$ cat config.mk
export PLATFORM = sky130hd
export DESIGN_NAME = truth_table_sweeper
export DESIGN_NICKNAME = d
export VERILOG_FILES = /design/src/rtl/truth_table_sweeper.sv
export SDC_FILE = /design/constraint.sdc
export NUM_CORES = 1
export LEC_CHECK = 0
export ABC_CLOCK_PERIOD_IN_PS = 2340
export CAP_MARGIN = 20
export CORE_MARGIN = 4
export CORE_UTILIZATION = 50
export DETAILED_ROUTE_END_ITERATION = 8
export HOLD_SLACK_MARGIN = 0.12
export PLACE_DENSITY = 0.79
export SLEW_MARGIN = 20
export SYNTH_ARGS = -nofsm -noshare
export SYNTH_HDL_FRONTEND = slang
export SYNTH_SLANG_ARGS = --single-unit
$ cat constraint.sdc
create_clock -name clk -period 2.34 [get_ports clk]
set_input_delay 0.468 -clock clk [delete_from_list [all_inputs] [get_ports clk]]
set_output_delay 0.468 -clock clk [all_outputs]
set_load 0.05 [all_outputs]
$ cat src/rtl/truth_table_sweeper.sv
// Exhaustive-sweep self-check engine: walks vec through every input code, samples z_in
// after a programmable settle time, builds the truth table and counts mismatches against expected.
module truth_table_sweeper #(
    parameter int NUM_IN        = 3,
    parameter int SETTLE_CYCLES = 2
) (
    input  logic                     clk,
    input  logic                     rst_n,
    input  logic                     start,
    input  logic [(1<<NUM_IN)-1:0]   expected,
    output logic [NUM_IN-1:0]        vec,
    input  logic                     z_in,
    output logic                     busy,
    output logic                     done,
    output logic [(1<<NUM_IN)-1:0]   table_out,
    output logic [NUM_IN:0]          mismatch_count,
    output logic                     match
);
    localparam int W  = 1 << NUM_IN;
    localparam int CW = (SETTLE_CYCLES > 0) ? $clog2(SETTLE_CYCLES + 1) : 1;

    typedef enum logic [1:0] {IDLE, RUN, DONE} state_t;

    state_t                state_q;
    logic [NUM_IN-1:0]     idx_q;
    logic [CW-1:0]         cnt_q;
    logic [W-1:0]          exp_q;
    logic [W-1:0]          table_q;
    logic [NUM_IN:0]       mcount_q;
    logic [NUM_IN-1:0]     vec_q;
    logic                  busy_q;
    logic                  done_q;

    logic sample_now;
    logic last_vec;

    assign sample_now = (cnt_q == CW'(SETTLE_CYCLES));
    assign last_vec   = (idx_q == NUM_IN'(W - 1));

    always_ff @(posedge clk or negedge rst_n) begin
        if (!rst_n) begin
            state_q  <= IDLE;
            idx_q    <= '0;
            cnt_q    <= '0;
            exp_q    <= '0;
            table_q  <= '0;
            mcount_q <= '0;
            vec_q    <= '0;
            busy_q   <= 1'b0;
            done_q   <= 1'b0;
        end else begin
            case (state_q)
                IDLE, DONE: begin
                    // A restart from DONE behaves exactly like a start from IDLE.
                    if (start) begin
                        state_q  <= RUN;
                        exp_q    <= expected;
                        table_q  <= '0;
                        mcount_q <= '0;
                        idx_q    <= '0;
                        cnt_q    <= '0;
                        vec_q    <= '0;
                        busy_q   <= 1'b1;
                        done_q   <= 1'b0;
                    end
                end
                RUN: begin
                    if (sample_now) begin
                        table_q[idx_q] <= z_in;
                        if (z_in != exp_q[idx_q]) begin
                            mcount_q <= mcount_q + (NUM_IN+1)'(1);
                        end
                        cnt_q <= '0;
                        if (last_vec) begin
                            state_q <= DONE;
                            idx_q   <= '0;
                            vec_q   <= '0;
                            busy_q  <= 1'b0;
                            done_q  <= 1'b1;
                        end else begin
                            idx_q <= idx_q + NUM_IN'(1);
                            vec_q <= idx_q + NUM_IN'(1);
                        end
                    end else begin
                        cnt_q <= cnt_q + CW'(1);
                    end
                end
                default: begin
                    state_q <= IDLE;
                    busy_q  <= 1'b0;
                    done_q  <= 1'b0;
                    vec_q   <= '0;
                end
            endcase
        end
    end

    assign vec            = vec_q;
    assign busy           = busy_q;
    assign done           = done_q;
    assign table_out      = table_q;
    assign mismatch_count = mcount_q;
    assign match          = done_q && (mcount_q == '0);

endmodule

==> reports/metrics.csv <==
metric;value;unit
largest net degree at the start of global routing;33;
clock power share;12.0;%
CTS clk-pin slew, worst paths;0.09;ns
CP max stage cell;sky130_fd_sc_hd__clkdlybuf4s50_1;
Max transition margin;51.9;%
number of register bits inferred by synthesis;32;
Clock H-tree levels;2;
number of global-route vias before repair;1389;
number of stages on the worst hold path;2;
ratio of total power to cell area;1470;nW/um^2
total core area;3050;sq um
Total Die Area;4170;sq um
capture instance of the worst register-to-register path;mismatch_count[3];
first-pass GRT wire length;6.35;mm
sum of buffers and inverters on the critical path;1;
required time reported for the critical path endpoint;1.87;ns
max-cap violation count;0;
portion of total power attributed to combinational logic;54.9;%
CTS sink count;32;
global-route congestion overflow total;0;
setup repair after global routing missed its margin;no;
Resized cells post-CTS;0;
Critical Path Fanout Max;5;
number of enable-type register cells in the synthesized netlist;0;
Design Power;2960;uW
standard cell area after detailed placement;1940;sq um
DR WL/cell;14.8;um
layout net count;215;
number of buffers inserted to repair setup after CTS;0;
largest voltage drop on the vdd net;0.000580;V
number of hold buffers added after CTS;0;
routed via count divided by cell count;5.46;
root buf cell;sky130_fd_sc_hd__clkbuf_4;
share of final-layout standard cells stronger than drive strength 1;12.1;%
sequential group share of total power;33.1;%
Routed Wire Length;3.59;mm
transition at the pin with the smallest max-transition slack;0.719;ns
Starting DRT DRC Count;83;
ant diodes;0;
NetSw;1390;uW
LEAKAGE;0.000915;uW
most frequent cells in the layout;sky130_fd_sc_hd__nand2_1 (35), sky130_fd_sc_hd__dfrtp_1 (32), sky130_fd_sc_hd__clkdlybuf4s50_1 (28), sky130_fd_sc_hd__o21ai_1 (18), sky130_fd_sc_hd__nor2_1 (13);
final count of hold timing violations;0;
placed cell count;236;
critical setup path kind;reg -> out;
fin. max-slew vios;0;
cells along the critical path;clkdlybuf4s50_1;
Chip Height;64.6;um
family of cells with the greatest summed delay on the critical path;buffers and inverters;
type of element capturing the critical path;output port;
final weighted congestion in routability-driven placement;0.871;
HPWL after DPL;2.65;mm
category of the worst setup path launch point;register;
period utilisation layout;89.7;%
relative area change from synthesis to final layout;25.3;%
reg2reg path depth;5;
First-pass DRT Iterations;4;
reg2reg start;idx_q[2];
Net Sw Frac;47.0;%
remaining antenna violation count after routing;0;
result of the run;completed;
CP Data Arrival Time;1.63;ns
overall track demand over capacity in global routing;20.1;%
overall die width;64.6;um
sequential-to-total area share from yosys stat;50.0;%
number of warnings reported in the yosys synthesis log;0;
via total after detailed routing;1326;
setup slack on the worst flop-to-flop path;0.49;ns
syn_nets;183;
Sum Neg Setup Slack;0;ns
hold slack;0.487;ns
endpoint of the worst hold path;exp_q[7];
delay of the slowest critical-path stage;0.84;ns
latest clock arrival within the worst-skew pair;0.35;ns
DRC errors left;0;
synthesized area divided by synthesized cell count;9.58;sq um
number of failing setup endpoints in the final timing report;0;
number of I/O port buffers;29;
Min-Delay Path Class;reg -> reg;
fmax;477;MHz
Post-Synthesis Cells;167;
clock buffer count from CTS;5;
prevailing post-synth register cell;sky130_fd_sc_hd__dfrtp_1;
internal power consumption;1570;uW
number of ports placed on the die boundary;30;
launch instance of the worst min-delay path;exp_q[7];
Post-Layout Inst Area;2010;sq um
Fin Clk Skew;0.00731;ns
number of different library cells in the post-synthesis netlist;36;
initial core utilization;52.4;%
number of rows created at floorplan;20;
CTS Buffer Depth;2;
Async S/R FF share, synth;100;%
initial antenna violation count;0;
commonest non-fill, non-tap cell in the layout;sky130_fd_sc_hd__nand2_1;
post-layout min period;2.10;ns
number of non-filler instances in the completed layout;243;
Post-Synthesis Cell Area;1600;sq um
clock tree from TritonCTS;done;
==> synth_stat cells (all sizes together) (2+ instances only) <==
master   n  area share, %
a21o     2           0.94
a21oi    3           0.94
a22o     4            2.2
a31oi    2           0.78
buf      5            2.0
clkbuf   4           0.94
dfrtp   32             50
ha       4            3.1
inv      4           0.94
mux2     2            1.6
mux2i    3            1.9
nand2   35            8.2
nand2b   6            2.3
nand3    5            1.6
nor2    13            3.0
nor2b    3            1.2
nor3     2           0.63
o211ai   2           0.94
o21ai   19            5.9
o31ai    5            3.0
==> per-layer routing <==
metal | global-route usage [%] | vias to the layer above | part of all wire [%]
met4 | 9.76 | 0 | 2.3
met1 | 23.3 | 624 | 40
li1 | - | 643 | -
met3 | 5.89 | 11 | 6.1
met2 | 33.8 | 48 | 52
met5 | 0 | - | 0
==> registers in the layout (all words and copies together), names as in the netlist <==
signal          cells
table_out           8
idx_q               3
cnt_q               2
busy                1
done                1
vec                 3
exp_q               8
state_q             2
mismatch_count      4
==> cells by family after synthesis <==
| family | count (synthesis) | synth area share (%) |
|---|---|---|
| buffers and inverters | 13 | 3.83 |
| AOI/OAI and AO/OA | 42 | 18.8 |
| muxes | 5 | 3.52 |
| adders and majority gates | 4 | 3.13 |
| and+or+nand+nor | 71 | 20.6 |
| DFF | 32 | 50.0 |
==> final cells by class <==
cell class	count	area, sq um
Multi-Input combinational cell	122	744
Fill cell	274	1050
Clock buffer	7	65.1
Tap cell	44	55.1
Inverter	4	15.0
Timing Repair Buffer	34	325
Sequential cell	32	801
==> power by group through the flow <==
stage / sequential (uW) / clock [uW] / combinational, uW
finish: 978 / 355 / 1620
global route: 1020 / 391 / 1770
CTS: 980 / 366 / 1630
detailed placement: 988 / 0 / 1620
global placement: 974 / 0 / 1570
floorplan: 1270 / 0 / 872
==> worst max path at each step <==
stage,start,end,slack [ns],cells past startpoint
final,mismatch_count[2],mismatch_count[2],0.24,1
after detailed placement,start,vec[0],0.16,6
after global placement,start,idx_q[0],0.24,6
after floorplan,mismatch_count[0],match,0.03,3
after CTS,mismatch_count[2],mismatch_count[2],0.24,1
after global routing,mismatch_count[2],mismatch_count[2],0.17,1
==> per-stage QoR <==
| step | worst slack, ns | utilization [%] |
|---|---|---|
| global placement | 0.243 | 63.6 |
| floorplan | 0.0311 | - |
| detailed placement | 0.164 | 63.6 |
| CTS | 0.238 | 65.7 |
| finish | 0.242 | 65.7 |
| global route | 0.173 | 65.7 |
No activity file was read; power rests on OpenSTA's default activity.
